--- config.mk ---
export PLATFORM = sky130hd
export DESIGN_NAME = bus_fabric
export DESIGN_NICKNAME = d
export VERILOG_FILES = /design/src/rtl/bus_fabric.sv
export SDC_FILE = /design/constraint.sdc
export NUM_CORES = 1
export LEC_CHECK = 0
export ABC_AREA = 0
export BUFFER_PORTS_ARGS = -buffer_cell sky130_fd_sc_hd__buf_4
export CAP_MARGIN = 30
export CORE_AREA = 2 2 133 135
export CTS_CLUSTER_DIAMETER = 150
export CTS_CLUSTER_SIZE = 10
export DETAILED_ROUTE_END_ITERATION = 16
export DIE_AREA = 0 0 135 137
export GPL_TIMING_DRIVEN = 0
export MAX_ROUTING_LAYER = met4
export PLACE_DENSITY = 0.65
export SYNTH_ARGS = -nofsm -noshare
export SYNTH_HDL_FRONTEND = slang
export SYNTH_SLANG_ARGS = --single-unit
export TNS_END_PERCENT = 30
--- constraint.sdc ---
create_clock -name clk -period 5.84 [get_ports clk]
set_clock_uncertainty 0.1 [all_clocks]
set_input_delay 0.292 -clock clk [delete_from_list [all_inputs] [get_ports clk]]
set_output_delay 0.292 -clock clk [all_outputs]
set_load 0.05 [all_outputs]
--- src/rtl/bus_fabric.sv ---
// Purpose : single-master fabric; decodes picorv32 native requests onto NUM_SLAVES targets.
// Latency : 2 cycles minimum (request -> cpu_mem_ready); slave wait k adds k; timeout answers at TIMEOUT_CYCLES+1.
// Backpres: one request in flight; slave stalls via s_ready, a stalled or unmapped access ends in a bus error.
//
// Ports:
//   clk, rst_n                 clock, async active-low reset
//   cpu_mem_valid/addr/wdata/wstrb  CPU request (held stable until cpu_mem_ready)
//   cpu_mem_rdata/ready        registered response; ready is a one-cycle pulse
//   s_valid[NUM_SLAVES]        one-hot request to the decoded slave
//   s_addr/s_wdata/s_wstrb     latched request, shared by all slaves
//   s_rdata/s_ready            packed slave read data and completion
//   err_pulse/err_flag/err_addr/err_clr  bus-error reporting
module bus_fabric #(
  parameter int                        NUM_SLAVES     = 4,
  parameter logic [NUM_SLAVES*32-1:0]  SLAVE_BASE     = '0,
  parameter logic [NUM_SLAVES*32-1:0]  SLAVE_MASK     = '0,
  parameter int                        TIMEOUT_CYCLES = 64,
  parameter logic [31:0]               ERR_RDATA      = 32'hDEAD_BEEF
) (
  input  logic                       clk,
  input  logic                       rst_n,
  input  logic                       cpu_mem_valid,
  input  logic [31:0]                cpu_mem_addr,
  input  logic [31:0]                cpu_mem_wdata,
  input  logic [3:0]                 cpu_mem_wstrb,
  output logic [31:0]                cpu_mem_rdata,
  output logic                       cpu_mem_ready,
  output logic [NUM_SLAVES-1:0]      s_valid,
  output logic [31:0]                s_addr,
  output logic [31:0]                s_wdata,
  output logic [3:0]                 s_wstrb,
  input  logic [NUM_SLAVES*32-1:0]   s_rdata,
  input  logic [NUM_SLAVES-1:0]      s_ready,
  output logic                       err_pulse,
  output logic                       err_flag,
  output logic [31:0]                err_addr,
  input  logic                       err_clr
);

  localparam int IDX_W = (NUM_SLAVES > 1) ? $clog2(NUM_SLAVES) : 1;
  localparam int CNT_W = (TIMEOUT_CYCLES > 1) ? $clog2(TIMEOUT_CYCLES) : 1;
  localparam bit TO_EN = (TIMEOUT_CYCLES > 0);
  localparam logic [CNT_W-1:0] CNT_LAST = CNT_W'((TIMEOUT_CYCLES > 0) ? TIMEOUT_CYCLES - 1 : 0);

  localparam logic [1:0] ST_IDLE   = 2'd0;
  localparam logic [1:0] ST_ACCESS = 2'd1;
  localparam logic [1:0] ST_RESP   = 2'd2;
  localparam logic [1:0] ST_ERR    = 2'd3;

  logic [1:0]            state;
  logic [IDX_W-1:0]      idx;
  logic                  hit;
  logic [CNT_W-1:0]      cnt;

  logic                  dec_hit;
  logic [IDX_W-1:0]      dec_idx;
  logic [NUM_SLAVES-1:0] dec_onehot;
  logic                  sel_ready;
  logic [31:0]           sel_rdata;
  logic                  access_ok;
  logic                  access_err;

  // Address decode; scanning from the top down lets the lowest matching index win.
  always_comb begin
    dec_hit = 1'b0;
    dec_idx = '0;
    for (int i = NUM_SLAVES - 1; i >= 0; i--) begin
      if ((cpu_mem_addr & SLAVE_MASK[32*i +: 32]) == SLAVE_BASE[32*i +: 32]) begin
        dec_hit = 1'b1;
        dec_idx = IDX_W'(i);
      end
    end
    dec_onehot = '0;
    for (int i = 0; i < NUM_SLAVES; i++) begin
      dec_onehot[i] = dec_hit && (dec_idx == IDX_W'(i));
    end
  end

  // Only the latched slave's ready/rdata are looked at.
  always_comb begin
    sel_ready = 1'b0;
    sel_rdata = '0;
    for (int i = 0; i < NUM_SLAVES; i++) begin
      if (idx == IDX_W'(i)) begin
        sel_ready = s_ready[i];
        sel_rdata = s_rdata[32*i +: 32];
      end
    end
  end

  // An unmapped request still spends one cycle in ACCESS (with no s_valid),
  // so mapped and unmapped accesses share the same 2-cycle minimum latency.
  // Ready is tested before the timeout, so ready on the last cycle wins.
  assign access_ok  = (state == ST_ACCESS) && hit && sel_ready;
  assign access_err = (state == ST_ACCESS) &&
                      (!hit || (TO_EN && !sel_ready && (cnt == CNT_LAST)));

  always_ff @(posedge clk or negedge rst_n) begin
    if (!rst_n) begin
      state         <= ST_IDLE;
      idx           <= '0;
      hit           <= 1'b0;
      cnt           <= '0;
      s_valid       <= '0;
      s_addr        <= '0;
      s_wdata       <= '0;
      s_wstrb       <= '0;
      cpu_mem_ready <= 1'b0;
      cpu_mem_rdata <= '0;
      err_pulse     <= 1'b0;
    end else begin
      // Response outputs are pulses: they are only set on the edge entering RESP/ERR.
      cpu_mem_ready <= 1'b0;
      cpu_mem_rdata <= '0;
      err_pulse     <= 1'b0;
      case (state)
        ST_IDLE: begin
          if (cpu_mem_valid) begin
            s_addr  <= cpu_mem_addr;
            s_wdata <= cpu_mem_wdata;
            s_wstrb <= cpu_mem_wstrb;
            idx     <= dec_idx;
            hit     <= dec_hit;
            s_valid <= dec_onehot;
            cnt     <= '0;
            state   <= ST_ACCESS;
          end
        end
        ST_ACCESS: begin
          if (access_ok) begin
            s_valid       <= '0;
            cpu_mem_ready <= 1'b1;
            cpu_mem_rdata <= sel_rdata;
            state         <= ST_RESP;
          end else if (access_err) begin
            s_valid       <= '0;
            cpu_mem_ready <= 1'b1;
            cpu_mem_rdata <= ERR_RDATA;
            err_pulse     <= 1'b1;
            state         <= ST_ERR;
          end else begin
            cnt <= cnt + CNT_W'(1);
          end
        end
        ST_RESP: state <= ST_IDLE;
        ST_ERR:  state <= ST_IDLE;
        default: state <= ST_IDLE;
      endcase
    end
  end

  // Sticky error capture; a clear in the same cycle as a new error wins.
  always_ff @(posedge clk or negedge rst_n) begin
    if (!rst_n) begin
      err_flag <= 1'b0;
      err_addr <= '0;
    end else if (err_clr) begin
      err_flag <= 1'b0;
      err_addr <= '0;
    end else if (access_err) begin
      err_flag <= 1'b1;
      if (!err_flag) begin
        err_addr <= s_addr;
      end
    end
  end

endmodule

* Word-level counts from Yosys, hierarchy flattened
Cells that the tools add are included.
** Cells by class
- Add/subtract/negate cells :: 1
- $mul :: 0
- Div/mod/pow operators :: 0
- $lt $le $gt $ge :: 0
- Equal/unequal tests :: 9
- Shift-type cells :: 0
- Multiplexer cells :: 25
- Bitwise operators :: 0
- Reduce and logical (&&, ||, !) cells :: 16
** Operators with widths (count)
- $mux 32 :: 6
- $mux 6 :: 3
- $mux 4 :: 3
- $pmux 6 s2 :: 1
- $pmux 4 s2 :: 1
- $mux 1 :: 7
- $add 6x1->6 const B :: 1
- $eq 6x6->1 const B :: 1
- $mux 2 :: 3
- $ne 2x2->1 const B :: 3
- $pmux 2 s3 :: 1
- $reduce_and 2->1 :: 3
- $eq 2x2->1 const B :: 2
- $logic_and 1x1->1 :: 4
- $reduce_and 4->1 :: 1
- $reduce_bool 2->1 :: 2
- $ne 3x3->1 const B :: 1
- $reduce_and 3->1 :: 1
- $eq 2x1->1 const B :: 1
- $logic_not 1->1 :: 2
- $logic_not 2->1 :: 1
- $ne 2x1->1 const B :: 1
- $reduce_or 2->1 :: 1
- $logic_or 1x1->1 :: 1
** Word-level totals
- Flip-flop bits (word level) :: 148
- Latch bits :: 0
- RAM bits :: 0
- Memory bits (read-only) :: 0
- Bits of input ports :: 204
- Memories :: 0

* Depth between registers and ports, before layout
Gate-level depths: netlist of the first run.
- Depth after elaboration :: 7
- Mapped depth :: 7
- Depth with buffers taken out :: 5

* Worst setup path after synthesis of the first run
OpenSTA, ideal clock, no wires.
- Path type :: reg2reg
- Start point :: register cnt[0]
- End point :: register err_addr[10]
- Data arrival time :: 1710 ps
- Data required time :: 5661 ps
- Setup slack :: 3951 ps
- Stages on the path, launching flop included :: 7
- Path buffers :: 1
- Path through :: dfrtp_1 ha_1 nand3_2 or2_4 a211oi_4 buf_8 mux2i_1
** On the way
- Longest elaborated chain between the ends :: 6
** RTL lines
- start, declared :: RTL line 53 : logic [CNT_W-1:0] cnt;
- start signal, assigned :: RTL line 142 : cnt <= cnt + CNT_W'(1);
- $eq 6x6->1 :: RTL line 96 : (!hit || (TO_EN && !sel_ready && (cnt == CNT_LAST)));
- $logic_and 1x1->1 :: RTL line 96
- $logic_or 1x1->1 :: RTL line 96
- $logic_and 1x1->1 :: RTL line 95 : assign access_err = (state == ST_ACCESS) &&
- $reduce_bool 2->1 (no line)
- $reduce_and 2->1 (no line)
- end signal, assigned :: RTL line 163 : err_addr <= s_addr;
- end, declared :: RTL line 36 : output logic [31:0] err_addr,
No other way between the ends.
A chain may end at the register's enable or synchronous reset.

* Worst setup path after layout of the first run
- Start point :: register cnt[0]
- End point :: register err_addr[24]
The elaborated chain is that of the path after synthesis.

==> results of run 1 <==
## tightest hold or removal path: stages
cell and delay [ns]:
buf_4 0.08, nor2_1 0.03, nor2_1 0.09
## cell usage after synthesis (3+ instances only)
| library cell | count |
|---|---|
| buf_4 | 3 |
| nand2b_1 | 66 |
| and2_1 | 9 |
| o21ai_0 | 5 |
| a21oi_1 | 4 |
| dfrtp_1 | 145 |
| nor2_1 | 50 |
| mux2i_1 | 32 |
| nand2_1 | 206 |
| nand3_1 | 5 |
| inv_1 | 3 |
| clkbuf_1 | 27 |
| buf_8 | 3 |
## worst max-delay path by stage
stage	cells past startpoint	to	startpoint	slack, ns
2_1_floorplan	6	err_addr[10]	cnt[0]	3.95
3_3_place_gp	1	s_wdata[10]	rst_n	3.64
3_5_place_dp	6	err_addr[24]	cnt[0]	3.63
4_1_cts	6	err_addr[24]	cnt[0]	3.60
5_1_grt	6	err_addr[29]	cnt[0]	3.50
6_report	6	err_addr[24]	cnt[0]	3.68
## report_power, final
part	switching (W)	internal [W]	total, W
Combinational	0.00159	0.000643	0.00223
Sequential	0.000195	0.00131	0.00150
Clock	0.000464	0.000644	0.00111
Total	0.00225	0.00260	0.00485
## sequential cells by signal (all words and copies together) (netlist names)
name	cells
cpu_mem_rdata	32
err_addr	32
s_addr	32
s_wdata	32
cnt	6
s_wstrb	4
state	2
cpu_mem_ready	1
err_flag	1
err_pulse	1
hit	1
s_valid	1
## metal layers
metal  track usage  vias up
li1              -     2524
met1         0.242     2454
met2         0.321      174
met3        0.0378       17
met4        0.0637        0
met5             -        -
## kinds of logic (layout without fill, tap and decap cells)
logic type | after synthesis | after routing | share of synthesized area
xor gates and xnor gates | 1 | 1 | 0.00151
muxes | 32 | 32 | 0.0553
other | 1 | 3 | 0.000647
and+or+nand+nor | 345 | 345 | 0.263
AOI/OAI and AO/OA | 16 | 16 | 0.0196
adders and majority gates | 1 | 1 | 0.00216
DFF | 145 | 145 | 0.626
buffers and inverters | 37 | 409 | 0.0317
## metrics by stage
stage | util | power (W) | setup WS [ns] | cell area (µm²) | std cells
finish | 0.558 | 0.00485 | 3.68 | 9510 | 1177
global route | 0.558 | 0.00509 | 3.50 | 9510 | 1177
CTS | 0.558 | 0.00488 | 3.60 | 9510 | 1177
detailed placement | 0.464 | 0.00370 | 3.63 | 7910 | 1045
global placement | 0.462 | 0.00367 | 3.64 | 7880 | 1044
floorplan | - | 0.00295 | 3.95 | 5800 | 580
## layout make-up
class,instances,area [µm²]
clock inverters,15,174
clock buffers,17,425
multi-input cells,398,1990
well taps,225,282
fillers,1509,7540
plain buffers,34,173
flip-flops and latches,145,3630
repair buffers,340,2830
inverters,3,11.3
==> flow_metrics.tcl, run 1 <==
set metrics [dict create \
    status "complete, no violations" \
    yosys-top-cells-area "dfrtp_1, nand2_1, nand2b_1" \
    fmax_mhz 462 \
    crit_family "compound AO/OA/AOI/OAI gates" \
    met2_length_um 8570 \
    grt_overflow_total 0 \
    antenna_found_initial 0 \
    syn_avg_cell_area_um2 10.0 \
    crit_buf_inv 1 \
    r2r_end "err_addr[24]" \
    hp-start "s_rdata[13]" \
    period_share 0.370 \
    r2r_cells 6 \
    slew_headroom 0.565 \
    ys_types 33 \
    cpPeakStageDelay_ns 0.52 \
    wl_per_cell_um 14.6 \
    die-height_um 137 \
    drt_iter0_markers 218 \
    synth_area_um2 5800 \
    yosys_warnings 0 \
    r2r_slack_ns 3.68 \
    cts_root_buf "clkbuf_16" \
    worst_pin_slew_ns 0.653 \
    synthCells 578 \
    htree_levels 4 \
    grt_pass1_wl_um 26900 \
    firstDrtPassIters 4 \
    slowest_stage "a211oi_4" \
    cp_data_required_time_ns 6.07 \
    hp-class "in2reg" \
    mostFrequentLayoutCell "buf_4" \
    seq_area_frac_synth 0.626 \
    wl_met1_um 7610 \
    clkSinkCount 145 \
    rsz0062_at_grt "false" \
    rr_startpoint "cnt[0]" \
    die_area_um2 18500 \
    top_layer_used "met4" \
    start_util 0.340 \
    period_minus_slack_ns 2.16 \
    cp.arrival_ns 2.39 \
    path_class "reg2reg" \
    num-nets-final 1144 \
    grt_pass1_vias 5279 \
    ant_nets 0 \
    hpwl_um 11300 \
    holdBufCountCts 100 \
    antenna_cells 0 \
    vdd_drop_max_mv 0.300 \
    post_cts.repair.setup_buffers 0 \
    finalWirelength_um 17200 \
    power_density_nw_per_um2 510 \
    row_count 48 \
    yosys.area.top_type "dfrtp_1" \
    synth_top_area_share 0.626 \
    setup-tns-final_ns 0 \
    hold_ws_ns 0.0257 \
    p_leak_nw 4.85 \
    area_growth_pct 64.1 \
    io_pins 343 \
    worstSetupEndpointType "flip-flop" \
    cts_buffers 17 \
    synth_seq_cells 145 \
    hold_path_end "cpu_mem_rdata[13]" \
    path_clk_slew_ns 0.06 \
    chipWidth_um 135 \
    final_cell_mix "buf_4, nand2_1, dfrtp_1" \
    viasPerCell 4.39 \
    synth_flop_cell "dfrtp_1" \
    startpoint_type "flip-flop" \
    cts_tree "yes" \
    port_buffers 239 \
    core_area_um2 17100 \
    gp_congestion 0.734 \
    hold_violations 0 \
    setup_viol 0 \
    clk_latency_ns 0.42 \
    crit_chain "ha_1 -> nand3_2 -> or2_4 -> a211oi_4 -> buf_8 -> mux2i_1" \
    finalMaxSlewViolations 0 \
    cts_buffer_depth 2 \
    grt_max_degree 80 \
    crit_fanout 10 \
    async_flop_share 1.00 \
    vias 5169 \
    wl_met3_um 829 \
    track_usage 0.194 \
    drc 0 \
    cts-resized-gates 0 \
    synth-edff-count 0 \
    max_cap_viol_count 0 \
    min_path_cells 3 \
    drive_above_1_share 0.297 \
]
Note: power is estimated with default switching activity, not from simulation.
==> inputs of run 2 (changes only) <==
- PLACE_DENSITY: 0.65 -> 0.68
- clock period: 5.84 -> 1.8 ns (I/O delays scaled with it)
==> run 2 against run 1 <==
The flow now finishes with violations (setup timing). Non-clock buffer count grew 9. Final cell count grew 0.76%. Core utilization grew 0.96 points. Critical endpoint is now err_addr[13]. Sequential power grew to 3.3 times the previous value. Sequential share of layout area shrank 0.63 points. Register-to-register slack lost 3.8 ns. Combinational power grew to 3.3 times the previous value. Largest power group unchanged. Final area grew 1.7%. Count of clock-buffer cells in the layout grew 3. Global-route usage grew 0.28 points. Maximum frequency grew 15%. Wire length grew 2.3%.
==> flow_metrics.tcl, run 2 (synthesis results as in run 1) <==
set metrics [dict create \
    hpwl_um 11300 \
    area_growth_pct 66.9 \
    vias 5274 \
    die-height_um 137 \
    crit_fanout 6 \
    row_count 48 \
    htree_levels 4 \
    rr_startpoint "cnt[0]" \
    viasPerCell 4.45 \
    grt_pass1_vias 5385 \
    hp-class "in2reg" \
    mostFrequentLayoutCell "buf_4" \
    stdcell_count 1186 \
    path_clk_slew_ns 0.06 \
    antenna_found_initial 0 \
    worstSetupEndpointType "flip-flop" \
    seq_area_um2 3630 \
    slew_headroom 0.539 \
    period_share 1.04 \
    dp.cells 1045 \
    worst_pin_slew_ns 0.692 \
    fmax_mhz 532 \
    cts_buffers 17 \
    crit_family "flip-flops" \
    p_leak_nw 4.93 \
    die_area_um2 18500 \
    drc 0 \
    period_minus_slack_ns 1.88 \
    rsz0062_at_grt "true" \
    fillers 1466 \
    cts_root_buf "clkbuf_16" \
    multi_input_area_um2 2020 \
    hold_ws_ns 0.0578 \
    vdd_drop_max_mv 1.08 \
    start_util 0.340 \
    core_area_um2 17100 \
    cpPeakStageDelay_ns 0.40 \
    grt_max_degree 74 \
    cp_data_required_time_ns 2.03 \
    startpoint_type "flip-flop" \
    power_density_nw_per_um2 1620 \
    max_cap_viol_count 0 \
    chipWidth_um 135 \
    grt_overflow_total 0 \
    ant_nets 0 \
    min_path_cells 3 \
    setup_viol 32 \
    clk_latency_ns 0.42 \
    gp_congestion 0.733 \
    r2r_slack_ns -0.08 \
    crit_chain "ha_4 -> nand3_4 -> or2_4 -> a211oi_4 -> buf_12 -> clkbuf_16 -> mux2i_1" \
    port_buffers 239 \
    hold_violations 0 \
    drive_above_1_share 0.319 \
    status "finished, violations left" \
    firstDrtPassIters 4 \
    r2r_cells 7 \
    final_cell_mix "buf_4, nand2_1, dfrtp_1" \
    cts_buffer_depth 2 \
    cp.arrival_ns 2.11 \
    io_pins 343 \
    grt_pass1_wl_um 27400 \
    slowest_stage "dfrtp_1" \
    finalWirelength_um 17600 \
    wl_per_cell_um 14.9 \
    hold_path_end "hit" \
    r2r_end "err_addr[13]" \
    failed_checks "setup timing" \
    clkSinkCount 145 \
    hp-start "cpu_mem_valid" \
    drt_iter0_markers 201 \
    path_class "reg2reg" \
    track_usage 0.197 \
    setup_slack_ns -0.0791 \
    crit_buf_inv 2 \
    num-nets-final 1153 \
    antenna_cells 0 \
    cts_tree "yes" \
    finalMaxSlewViolations 0 \
]
-- run 2: area by class of cell --
class / count / share of cell area
inverters: 3 / 0.00116
well taps: 225 / 0.0291
clock buffers: 20 / 0.0462
plain buffers: 33 / 0.0206
repair buffers: 350 / 0.305
clock inverters: 12 / 0.0138
flip-flops and latches: 145 / 0.375
multi-input cells: 398 / 0.209
-- run 2: worst max path at each step --
stage / from / endpoint / slack (ns) / cells after the start
after detailed placement: cnt[0] / err_addr[11] / -0.41 / 6
after global placement: cnt[0] / err_addr[24] / -0.35 / 6
final: cnt[0] / err_addr[13] / -0.08 / 7
after CTS: cnt[1] / err_addr[11] / -0.11 / 7
after global routing: cnt[0] / err_addr[13] / -0.17 / 7
after floorplan: cnt[0] / err_addr[10] / -0.05 / 6
-- run 2: what timing repair did --
action                                  in CTS  in global routing
hold buffers                               101                  0
hold endpoints to repair                   172                  0
pin swaps                                    3                  2
cloned                                       1                  1
endpoints found under the setup margin     124                 96
setup buffers                                5                  2
gates resized for setup                     12                 18
-- run 2: power by group --
group | switching (W) | leakage [nW] | internal (W)
clock | 0.00142 | 0.269 | 0.00208
combinational | 0.00520 | 2.78 | 0.00214
sequential | 0.000627 | 1.88 | 0.00425
-- run 2: stage by stage --
stage | setup slack, ns | power, W | util | setup TNS (ns) | instance area (µm²)
6_report | -0.0791 | 0.0157 | 0.567 | -0.970 | 9680
3_5_place_dp | -0.412 | 0.0120 | 0.464 | -32.21 | 7910
2_1_floorplan | -0.0451 | 0.00957 | - | -1.35 | 5810
4_1_cts | -0.113 | 0.0158 | 0.564 | -1.87 | 9620
3_3_place_gp | -0.346 | 0.0119 | 0.462 | -56.07 | 7880
5_1_grt | -0.167 | 0.0165 | 0.567 | -4.54 | 9680
-- run 2: routing by layer --
layer	wire length (µm)	global-route usage	part of all wire
met5	0	-	0
met4	193	0.0631	0.011
met3	1050	0.0433	0.060
met2	8890	0.333	0.50
met1	7500	0.237	0.43
-- run 2: worst reg2reg max path: stages (launching register included) --
cell,delay (ns)
dfrtp_1,0.40
ha_4,0.16
nand3_4,0.08
or2_4,0.26
a211oi_4,0.24
buf_12,0.19
clkbuf_16,0.16
mux2i_1,0.20
